### config.mk
export PLATFORM = sky130hd
export DESIGN_NAME = alu_op_sequencer_flat
export DESIGN_NICKNAME = d
export VERILOG_FILES = /design/src/rtl/alu_op_sequencer_if.sv /design/src/rtl/alu_op_sequencer.sv /design/src/flat_wrapper.sv
export SDC_FILE = /design/constraint.sdc
export NUM_CORES = 1
export LEC_CHECK = 0
export ABC_AREA = 0
export CORE_MARGIN = 2
export CORE_UTILIZATION = 45
export CTS_CLUSTER_SIZE = 12
export DETAILED_ROUTE_END_ITERATION = 6
export PLACE_DENSITY = 0.77
export SYNTH_ARGS = -nofsm -noshare
export SYNTH_HDL_FRONTEND = slang
export SYNTH_SLANG_ARGS = --single-unit
export TNS_END_PERCENT = 50
### constraint.sdc
create_clock -name phi1 -period 3.52 [get_ports phi1]
set_input_delay 0.528 -clock phi1 [delete_from_list [all_inputs] [get_ports phi1]]
set_output_delay 0.528 -clock phi1 [all_outputs]
set_load 0.05 [all_outputs]
### src/rtl/alu_op_sequencer_if.sv
// Request/response bus between the control unit and alu_op_sequencer.
// The control unit uses the master modport; the sequencer uses the slave modport.
interface alu_op_sequencer_if #(
   parameter int REG_WIDTH = 8
);
   logic                 req;
   logic [3:0]           cmd;
   logic [REG_WIDTH-1:0] op_a;
   logic [REG_WIDTH-1:0] op_b;
   logic [REG_WIDTH-1:0] status_in;
   logic                 busy;
   logic                 done;
   logic [REG_WIDTH-1:0] result;
   logic                 result_we;
   logic [REG_WIDTH-1:0] status_out;

   modport master (
      output req, cmd, op_a, op_b, status_in,
      input  busy, done, result, result_we, status_out
   );

   modport slave (
      input  req, cmd, op_a, op_b, status_in,
      output busy, done, result, result_we, status_out
   );
endinterface

### src/rtl/alu_op_sequencer.sv
// Drives the shared 6502 ALU for one control-unit request at a time and derives NZCV.
// Define ALU_SEQ_BCD_EN to add the decimal-mode DADJ/DCAPT correction pass for ADC/SBC.
module alu_op_sequencer #(
   parameter int REG_WIDTH = 8,
   parameter int OPP_WIDTH = 4
) (
   input  logic                 phi1,
   input  logic                 reset_n,
   alu_op_sequencer_if.slave    ctrl,
   output logic [REG_WIDTH-1:0] alu_a,
   output logic [REG_WIDTH-1:0] alu_b,
   output logic [OPP_WIDTH-1:0] alu_func,
   output logic                 alu_carry_in,
   input  logic [REG_WIDTH-1:0] alu_dout,
   input  logic [REG_WIDTH-1:0] alu_status
);
   localparam int MSB = REG_WIDTH - 1;

   localparam logic [OPP_WIDTH-1:0] ALU_SUM = OPP_WIDTH'(0);
   localparam logic [OPP_WIDTH-1:0] ALU_AND = OPP_WIDTH'(1);
   localparam logic [OPP_WIDTH-1:0] ALU_OR  = OPP_WIDTH'(2);
   localparam logic [OPP_WIDTH-1:0] ALU_XOR = OPP_WIDTH'(3);
   localparam logic [OPP_WIDTH-1:0] ALU_NOP = {OPP_WIDTH{1'b1}};

   localparam logic [3:0] CMD_ADC = 4'h0, CMD_SBC = 4'h1, CMD_AND = 4'h2, CMD_ORA = 4'h3;
   localparam logic [3:0] CMD_EOR = 4'h4, CMD_ASL = 4'h5, CMD_LSR = 4'h6, CMD_ROL = 4'h7;
   localparam logic [3:0] CMD_ROR = 4'h8, CMD_INC = 4'h9, CMD_DEC = 4'hA, CMD_CMP = 4'hB;
   localparam logic [3:0] CMD_BIT = 4'hC;

   localparam int P_C = 0, P_Z = 1, P_D = 3, P_V = 6, P_N = 7;

   typedef enum logic [2:0] {
      S_IDLE,
      S_ISSUE,
      S_CAPTURE,
`ifdef ALU_SEQ_BCD_EN
      S_DADJ,
      S_DCAPT,
`endif
      S_DONE
   } state_t;

   state_t               state, state_nxt;
   logic                 accept;
   logic [3:0]           cmd_q;
   logic [REG_WIDTH-1:0] op_a_q, op_b_q, st_q;
   logic                 we_q;

   logic [REG_WIDTH-1:0] iss_a, iss_b;
   logic                 iss_cin;
   logic [OPP_WIDTH-1:0] iss_func;

   logic                 v_bin, shift_in;
   logic [REG_WIDTH-1:0] shift_res, cap_res, cap_st;
   logic                 cap_we;

   // Only the carry bit of the ALU status is meaningful here.
   logic unused_status;
   assign unused_status = ^alu_status[MSB:1];

`ifdef ALU_SEQ_BCD_EN
   logic                 bcd_go, hc;
   logic [4:0]           lo_sum;
   logic [REG_WIDTH:0]   bcd_fix;
   logic                 bcd_c_q, bcd_v_q;
   logic [REG_WIDTH-1:0] dcap_st;

   // Returns {carry_out, correction operand}; SBC corrections are pre-negated.
   function automatic logic [REG_WIDTH:0] bcd_adjust(input logic sub, input logic half_c,
                                                     input logic c_bin, input logic [REG_WIDTH-1:0] r);
      logic                 lo, hi;
      logic [REG_WIDTH-1:0] corr;
      if (sub) begin
         lo = !half_c;
         hi = !c_bin;
      end else begin
         lo = half_c || (r[3:0] > 4'd9);
         hi = c_bin || (r > REG_WIDTH'(8'h99));
      end
      corr = REG_WIDTH'({hi ? 4'h6 : 4'h0, lo ? 4'h6 : 4'h0});
      if (sub)
         return {c_bin, -corr};
      return {c_bin | hi, corr};
   endfunction

   // ALU inputs still hold the binary-pass operands during CAPTURE.
   always_comb begin
      lo_sum  = {1'b0, alu_a[3:0]} + {1'b0, alu_b[3:0]} + {4'b0, alu_carry_in};
      hc      = lo_sum[4];
      bcd_go  = ((cmd_q == CMD_ADC) || (cmd_q == CMD_SBC)) && st_q[P_D];
      bcd_fix = bcd_adjust(cmd_q == CMD_SBC, hc, alu_status[0], alu_dout);
      dcap_st        = st_q;
      dcap_st[P_N]   = alu_dout[MSB];
      dcap_st[P_Z]   = (alu_dout == '0);
      dcap_st[P_C]   = bcd_c_q;
      dcap_st[P_V]   = bcd_v_q;
   end
`endif

   always_ff @(posedge phi1) begin
      if (!reset_n)
         state <= S_IDLE;
      else
         state <= state_nxt;
   end

   always_comb begin
      state_nxt      = state;
      accept         = 1'b0;
      ctrl.busy      = (state != S_IDLE);
      ctrl.done      = 1'b0;
      ctrl.result_we = 1'b0;
      case (state)
         S_IDLE: begin
            if (ctrl.req) begin
               accept    = 1'b1;
               state_nxt = S_ISSUE;
            end
         end
         S_ISSUE:   state_nxt = S_CAPTURE;
`ifdef ALU_SEQ_BCD_EN
         S_CAPTURE: state_nxt = bcd_go ? S_DADJ : S_DONE;
         S_DADJ:    state_nxt = S_DCAPT;
         S_DCAPT:   state_nxt = S_DONE;
`else
         S_CAPTURE: state_nxt = S_DONE;
`endif
         S_DONE: begin
            ctrl.done      = 1'b1;
            ctrl.result_we = we_q;
            state_nxt      = S_IDLE;
         end
         default:   state_nxt = S_IDLE;
      endcase
   end

   always_comb begin
      iss_a    = ctrl.op_a;
      iss_b    = ctrl.op_b;
      iss_cin  = 1'b0;
      iss_func = ALU_NOP;
      case (ctrl.cmd)
         CMD_ADC: begin iss_func = ALU_SUM; iss_cin = ctrl.status_in[P_C]; end
         CMD_SBC: begin iss_func = ALU_SUM; iss_b = ~ctrl.op_b; iss_cin = ctrl.status_in[P_C]; end
         CMD_CMP: begin iss_func = ALU_SUM; iss_b = ~ctrl.op_b; iss_cin = 1'b1; end
         CMD_INC: begin iss_func = ALU_SUM; iss_b = REG_WIDTH'(1); end
         CMD_DEC: begin iss_func = ALU_SUM; iss_b = '1; end
         CMD_ASL: begin iss_func = ALU_SUM; iss_b = ctrl.op_a; end
         CMD_ROL: begin iss_func = ALU_SUM; iss_b = ctrl.op_a; iss_cin = ctrl.status_in[P_C]; end
         CMD_AND, CMD_BIT: iss_func = ALU_AND;
         CMD_ORA: iss_func = ALU_OR;
         CMD_EOR: iss_func = ALU_XOR;
         default: iss_func = ALU_NOP;
      endcase
   end

   // Binary-pass result and flag merge; bits not owned by the command pass through.
   always_comb begin
      v_bin     = (alu_a[MSB] == alu_b[MSB]) && (alu_dout[MSB] != alu_a[MSB]);
      shift_in  = (cmd_q == CMD_LSR) ? 1'b0 : st_q[P_C];
      shift_res = {shift_in, op_a_q[MSB:1]};
      cap_res   = alu_dout;
      cap_st    = st_q;
      cap_we    = 1'b1;
      case (cmd_q)
         CMD_ADC, CMD_SBC, CMD_CMP, CMD_ASL, CMD_ROL: begin
            cap_st[P_N] = alu_dout[MSB];
            cap_st[P_Z] = (alu_dout == '0);
            cap_st[P_C] = alu_status[0];
            if (cmd_q == CMD_ADC || cmd_q == CMD_SBC) cap_st[P_V] = v_bin;
            if (cmd_q == CMD_CMP) cap_we = 1'b0;
         end
         CMD_LSR, CMD_ROR: begin
            cap_res     = shift_res;
            cap_st[P_N] = shift_res[MSB];
            cap_st[P_Z] = (shift_res == '0);
            cap_st[P_C] = op_a_q[0];
         end
         CMD_INC, CMD_DEC, CMD_AND, CMD_ORA, CMD_EOR: begin
            cap_st[P_N] = alu_dout[MSB];
            cap_st[P_Z] = (alu_dout == '0);
         end
         CMD_BIT: begin
            cap_st[P_N] = op_b_q[MSB];
            cap_st[P_V] = op_b_q[MSB-1];
            cap_st[P_Z] = (alu_dout == '0);
            cap_we      = 1'b0;
         end
         default: begin
            cap_res = ctrl.result;
            cap_we  = 1'b0;
         end
      endcase
   end

   always_ff @(posedge phi1) begin
      if (!reset_n) begin
         alu_a           <= '0;
         alu_b           <= '0;
         alu_carry_in    <= 1'b0;
         alu_func        <= ALU_NOP;
         ctrl.result     <= '0;
         ctrl.status_out <= '0;
         we_q            <= 1'b0;
      end else begin
         // Function falls back to NOP every cycle so each issue is a visible change.
         alu_func <= ALU_NOP;
         if (accept) begin
            cmd_q        <= ctrl.cmd;
            op_a_q       <= ctrl.op_a;
            op_b_q       <= ctrl.op_b;
            st_q         <= ctrl.status_in;
            alu_a        <= iss_a;
            alu_b        <= iss_b;
            alu_carry_in <= iss_cin;
            alu_func     <= iss_func;
         end
         if (state == S_CAPTURE) begin
`ifdef ALU_SEQ_BCD_EN
            if (bcd_go) begin
               alu_a        <= alu_dout;
               alu_b        <= bcd_fix[MSB:0];
               alu_carry_in <= 1'b0;
               alu_func     <= ALU_SUM;
               bcd_c_q      <= bcd_fix[REG_WIDTH];
               bcd_v_q      <= v_bin;
            end else
`endif
            begin
               ctrl.result     <= cap_res;
               ctrl.status_out <= cap_st;
               we_q            <= cap_we;
            end
         end
`ifdef ALU_SEQ_BCD_EN
         if (state == S_DCAPT) begin
            ctrl.result     <= alu_dout;
            ctrl.status_out <= dcap_st;
            we_q            <= 1'b1;
         end
`endif
      end
   end
endmodule

### src/flat_wrapper.sv
// flat-port wrapper written by rule: the top's interface ports become plain ports
module alu_op_sequencer_flat 
#(
   parameter int REG_WIDTH = 8,
   parameter int OPP_WIDTH = 4
)
  (phi1, reset_n, alu_a, alu_b, alu_func, alu_carry_in, alu_dout, alu_status, ctrl_req, ctrl_cmd, ctrl_op_a, ctrl_op_b, ctrl_status_in, ctrl_busy, ctrl_done, ctrl_result, ctrl_result_we, ctrl_status_out);
  alu_op_sequencer_if #(.REG_WIDTH(REG_WIDTH)) ctrl_i ();
  input  logic phi1;
  input  logic reset_n;
  output logic [REG_WIDTH-1:0] alu_a;
  output logic [REG_WIDTH-1:0] alu_b;
  output logic [OPP_WIDTH-1:0] alu_func;
  output logic alu_carry_in;
  input  logic [REG_WIDTH-1:0] alu_dout;
  input  logic [REG_WIDTH-1:0] alu_status;
  input wire logic [$bits(ctrl_i.req)-1:0] ctrl_req;
  input wire logic [$bits(ctrl_i.cmd)-1:0] ctrl_cmd;
  input wire logic [$bits(ctrl_i.op_a)-1:0] ctrl_op_a;
  input wire logic [$bits(ctrl_i.op_b)-1:0] ctrl_op_b;
  input wire logic [$bits(ctrl_i.status_in)-1:0] ctrl_status_in;
  output wire logic [$bits(ctrl_i.busy)-1:0] ctrl_busy;
  output wire logic [$bits(ctrl_i.done)-1:0] ctrl_done;
  output wire logic [$bits(ctrl_i.result)-1:0] ctrl_result;
  output wire logic [$bits(ctrl_i.result_we)-1:0] ctrl_result_we;
  output wire logic [$bits(ctrl_i.status_out)-1:0] ctrl_status_out;
  assign ctrl_i.req = ctrl_req;
  assign ctrl_i.cmd = ctrl_cmd;
  assign ctrl_i.op_a = ctrl_op_a;
  assign ctrl_i.op_b = ctrl_op_b;
  assign ctrl_i.status_in = ctrl_status_in;
  assign ctrl_busy = ctrl_i.busy;
  assign ctrl_done = ctrl_i.done;
  assign ctrl_result = ctrl_i.result;
  assign ctrl_result_we = ctrl_i.result_we;
  assign ctrl_status_out = ctrl_i.status_out;
  alu_op_sequencer #(.REG_WIDTH(REG_WIDTH), .OPP_WIDTH(OPP_WIDTH)) u_core (.phi1(phi1), .reset_n(reset_n), .ctrl(ctrl_i), .alu_a(alu_a), .alu_b(alu_b), .alu_func(alu_func), .alu_carry_in(alu_carry_in), .alu_dout(alu_dout), .alu_status(alu_status));
endmodule
==> run summary, run 1 <==
Core Area: 6277 µm²
Mapped Nets: 359
Setup total negative slack: 0 ns
Final Hold Violating Endpoints: 0
Layout area overhead: 34.68%
Cells after Synth: 308
Hold Path Depth: 2
Hold WS: 0.4625 ns
Fin. max-slew vios: 0
Met2 Use GR: 0.3456
DR vias: 2505
Layout cells sized above 1: 0.04712
Critical Path RT: 2.99 ns
Min Tclk post-route: 2.453 ns
Placed cell areas: 3691 µm²
Drt pass-1 iters: 5
Async S/R FF share, synth: 0
Worst r2r src: u_core.state[1]
CTS root buf: clkbuf_8
CP max FO: 5
Die area: 7071 µm²
GRT busiest layer: met2
Max incr delay on CP: 0.80 ns
CTS tree: yes
Dominant synthesized flop cell: dfxtp_1
RR Endpoint: u_core.op_a_q[3]
Synth top cells by count: nand2_1, dfxtp_1, nor2_1
HPWL after detailed placement: 4.855 mm
Fin Clk Skew: 0.005464 ns
CTS Buffer Depth: 2
Maximum clock frequency: 0.4077 GHz
I/O pins: 87
Final WS setup: 1.067 ns
Mapped cell area: 2887 µm²
Initial detailed-routing violation count: 146
Leakage: 1.410 nW
Clock Latency Late Sink: 0.34 ns
Routed Antenna Nets: 0
GRT Overall Usage: 0.2093
Grt ovf: 0
Number of diodes: 0
Endpoints failing setup: 0
GR Util met3: 0.05242
Total CTS buffers: 9
Hold crit path type: flip-flop to flip-flop
Worst path arrival time: 1.93 ns
Die Wd: 84.09 µm
Drt drc: 0
VDD IR max: 241.2 µV
Rel. slew slack: 0.2815
Initial antenna violation count: 0
Mapped Avg Cell Area: 9.372 µm²
Number of global-route vias before repair: 2469
Row count: 29
Flop-to-flop setup slack: 1.09 ns
CP Cell Sequence: inv_1 > ha_1 > inv_1 > clkdlybuf4s50_1
RSZ-0062 raised after global routing: false
CP startpoint: u_core.state[1]
Tot Pwr: 2.011 mW
Post-CTS Resized: 0
Critical Path Source Type: flip-flop
Setup repair bufs after CTS: 0
Register area share after synthesis: 0.4993
Max cap viols: 0
Worst setup endpoint: ctrl_busy
Crit path max-delay cell type: clkdlybuf4s50_1
CTS sink count: 61
Crit Path Class: flip-flop to primary output
Most frequent cell after synthesis: nand2_1
Tcrit/Tclk final: 0.6969
Fin nets: 428
Synth area leaders: dfxtp_1, edfxtp_1, nand2_1, mux2i_1, o21ai_0
Die Y-Extent: 84.09 µm
Syn. warnings: 0
Via density: 5.458
Distinct cell type count after synthesis: 44
Port Buffers: 79
Pin count of the biggest net entering global routing: 32
GPL Wtd Cong: 0.8387
Reg clk slew, reported paths: 0.06 ns
Seq cells post-synth: 61
Worst Setup End Kind: primary output
Wire length of the first global-routing pass: 11.79 mm
Cell mode on critical path: inv_1
Worst Reg-to-Reg Cells: 5
Outcome: finished clean
Post-synth top area share: 0.2705
Post-synth top area cell: dfxtp_1
EDFF count, synth: 22
Count of hold-fix buffers inserted at cts: 0
HP Start: u_core.alu_a[5]
Actual slew at the worst max-slew pin: 1.071 ns
Met1 Use GR: 0.2616
DP Worst Slack: 0.7590 ns
Routed WL per cell: 15.11 µm
Design Area, Final: 3887 µm²
H-tree level count: 3
Routed WL: 6.936 mm
Pwr/cell area: 517.2 nW/µm²
Starting Density: 0.4598
## worst min-delay path by stage
| stage | slack [ns] | to |
|---|---|---|
| 3_5_place_dp | 0.45 | u_core.alu_b[1] |
| 6_report | 0.46 | u_core.alu_a[5] |
| 5_1_grt | 0.49 | u_core.alu_a[5] |
| 3_3_place_gp | 0.45 | u_core.alu_b[4] |
| 4_1_cts | 0.46 | u_core.alu_b[1] |
| 2_1_floorplan | 0.48 | u_core.ctrl.status_out[2] |
## critical path: cells and delay by family, from the launching register on
| family | cells | cell delay [ns] |
|---|---|---|
| buf+inv | 3 | 0.94 |
| flops | 1 | 0.42 |
| fa+ha+maj | 1 | 0.22 |
## layout by cell type, fill, tap and decap left out, drive strengths merged, types with 3 or more instances in the layout
cell type | netlist | layout
nand2b | 6 | 6
and3b | 3 | 3
o221ai | 8 | 8
dfxtp | 39 | 39
o21a | 9 | 9
and2 | 3 | 3
ha | 4 | 4
nor4 | 4 | 4
nor2b | 10 | 10
clkbuf | 17 | 13
nand3 | 5 | 5
nand2 | 42 | 42
clkdlybuf4s50 | 0 | 79
mux2i | 15 | 15
a21oi | 16 | 16
o21ai | 30 | 30
inv | 4 | 4
clkinv | 1 | 4
nor2 | 23 | 23
a31oi | 9 | 9
edfxtp | 22 | 22
a21boi | 8 | 8
nand3b | 4 | 4
## state kept, by name, indices dropped and copies added, names as in the netlist
register,cells
u_core.op_b_q,2
u_core.ctrl.result,8
u_core.alu_b,8
u_core.op_a_q,8
u_core.ctrl.status_out,8
u_core.state,2
u_core.alu_carry_in,1
u_core.st_q,8
u_core.cmd_q,4
u_core.alu_a,8
u_core.alu_func,3
u_core.we_q,1
## cell families (layout without fill, tap and decap cells)
| logic type | count (synthesis) | after routing | share of synthesized area |
|---|---|---|---|
| compound gates | 93 | 93 | 0.2081 |
| xor+xnor | 1 | 1 | 0.003035 |
| fa+ha+maj | 4 | 4 | 0.01734 |
| buf+inv | 28 | 102 | 0.04030 |
| flops | 61 | 61 | 0.4993 |
| mux | 15 | 15 | 0.05201 |
| simple gates | 106 | 106 | 0.1799 |
## cell type report
cell class                 instances  area, µm²
clock inverter                     3      15.01
timing repair buffer              81      805.8
tap                               77      96.34
sequential                        61       1441
inverter                           5      18.77
fill                             533       2390
multi-input combinational        219       1329
clock buffer                      13      181.4
## where the power goes
part,internal [mW],switching (mW),total (mW)
Combinational,0.207,0.348,0.555
Clock,0.338,0.261,0.599
Sequential,0.807,0.0503,0.857
## per-stage QoR
stage / utilization / cells
floorplan: - / 308
global placement: 0.5880 / 443
detailed placement: 0.5880 / 443
CTS: 0.6193 / 459
global route: 0.6193 / 459
finish: 0.6193 / 459
## per-layer routing
metal / vias to the layer above / part of all wire
met2: 100 / 0.47
met5: - / 0
li1: 1246 / -
met1: 1148 / 0.44
met3: 11 / 0.076
met4: 0 / 0.016
Power figures use the tool's default switching activity.
==> run 2, diff against run 1 <==
Clock period 3.52 ns to 2.4 ns, I/O delays scaled along.
==> run summary, run 2 (same netlist as run 1, synthesis figures left out) <==
Initial detailed-routing violation count: 134
Tot Pwr: 2.977 mW
GPL Wtd Cong: 0.8480
Worst path arrival time: 1.89 ns
Layout area overhead: 37.97%
Drt pass-1 iters: 4
CP startpoint: u_core.state[1]
DR vias: 2565
Drt drc: 0
CTS root buf: clkbuf_8
Total CTS buffers: 9
Internal power: 2.001 mW
Wire length of the first global-routing pass: 11.73 mm
Post-CTS Resized: 0
Rel. slew slack: 0.6406
CTS Buffer Depth: 2
CTS tree: yes
CTS sink count: 61
I/O pins: 87
Fin. max-slew vios: 0
Routed Antenna Nets: 0
Outcome: finished clean
Setup total negative slack: 0 ns
Leakage: 1.467 nW
Tcrit/Tclk final: 0.9365
Fin util: 0.6344
Share of total power in sequential cells: 0.419
Maximum clock frequency: 0.4449 GHz
HPWL after detailed placement: 5.040 mm
Core Area: 6277 µm²
H-tree level count: 3
GRT Overall Usage: 0.2061
Pwr/cell area: 747.5 nW/µm²
Final Hold Violating Endpoints: 0
Max cap viols: 0
Reg clk slew, reported paths: 0.07 ns
HP Start: u_core.alu_b[6]
Critical Path RT: 2.04 ns
Sw frac: 0.3278
Routed WL per cell: 14.86 µm
RSZ-0062 raised after global routing: false
Hold crit path type: flip-flop to flip-flop
Row count: 29
Count of hold-fix buffers inserted at cts: 0
Die Wd: 84.09 µm
Min Tclk post-route: 2.248 ns
Via density: 5.457
Layout cells sized above 1: 0.07379
VDD IR max: 381.8 µV
Setup repair bufs after CTS: 0
Commonest non-fill, non-tap cell in the layout: clkdlybuf4s50_1
Endpoints failing setup: 0
Worst Setup End Kind: primary output
Design Area, Final: 3983 µm²
Grt ovf: 0
Initial antenna violation count: 0
Port Buffers: 79
Die Y-Extent: 84.09 µm
CP max FO: 5
Number of global-route vias before repair: 2441
Routed WL: 6.986 mm
Starting Density: 0.4598
Power share of the combinational group: 0.283
Hold WS: 0.4611 ns
Fin Clk Skew: 0.005679 ns
Number of diodes: 0
Actual slew at the worst max-slew pin: 0.5374 ns
Crit Path Class: flip-flop to primary output
Sw Pwr: 975.7 µW
Worst r2r src: u_core.cmd_q[1]
Fin nets: 439
Placed cell areas: 3786 µm²
Pin count of the biggest net entering global routing: 31
Most frequent cells in the layout: clkdlybuf4s50_1, nand2_1, dfxtp_1
Critical Path Source Type: flip-flop
Die area: 7071 µm²
Clock network power share: 0.297
Clock Latency Late Sink: 0.32 ns
-- run 2: per-stage QoR --
step / instances / setup slack, ns
after floorplan: 308 / 0.5241
after global routing: 470 / 0.04085
after detailed placement: 454 / 0.3926
after CTS: 470 / 0.1339
final: 470 / 0.1524
after global placement: 454 / 0.4258
-- run 2: final timing paths --
kind                                 to  slack [ns]  depth (start not counted)
setup / recovery              ctrl_busy        0.15                          4
hold / removal          u_core.alu_b[6]        0.46                          2
setup reg to reg  u_core.ctrl.result[4]        0.53                          4
hold reg to reg         u_core.alu_b[6]        0.46                          2
-- run 2: worst max-delay path, stage by stage, from the launching register on --
cell and delay [ns]:
dfxtp_1 0.40, inv_1 0.07, ha_1 0.22, inv_1 0.08
clkdlybuf4s50_1 0.80
-- run 2: cell type report --
class | instances | area [µm²]
well taps | 77 | 96.34
clock inverters | 3 | 15.01
repair buffers | 92 | 900.9
fillers | 530 | 2295
inverters | 5 | 18.77
multi-input cells | 219 | 1329
clock buffers | 13 | 181.4
flip-flops and latches | 61 | 1441
-- run 2: per-layer routing --
| metal | vias to the layer above | global-route usage | part of all wire |
|---|---|---|---|
| met5 | - | 0 | 0 |
| met4 | 0 | 0.07331 | 0.014 |
| met3 | 10 | 0.05045 | 0.066 |
| met2 | 91 | 0.3167 | 0.46 |
| met1 | 1195 | 0.2827 | 0.46 |
| li1 | 1269 | - | - |
-- run 2: power by group through the flow --
stage          combinational (mW)  clock, mW  sequential [mW]
3_3_place_gp                0.834          0             1.27
2_1_floorplan               0.305          0             1.49
5_1_grt                     0.901      0.950             1.26
3_5_place_dp                0.845          0             1.27
4_1_cts                     0.848      0.901             1.25
6_report                    0.844      0.885             1.25
==> run 3, diff against run 2 <==
Settings changed: SLEW_MARGIN from default to 20.
==> results of run 3 <==
Same layout as run 2: the final DEF is identical, and so are final timing and power.
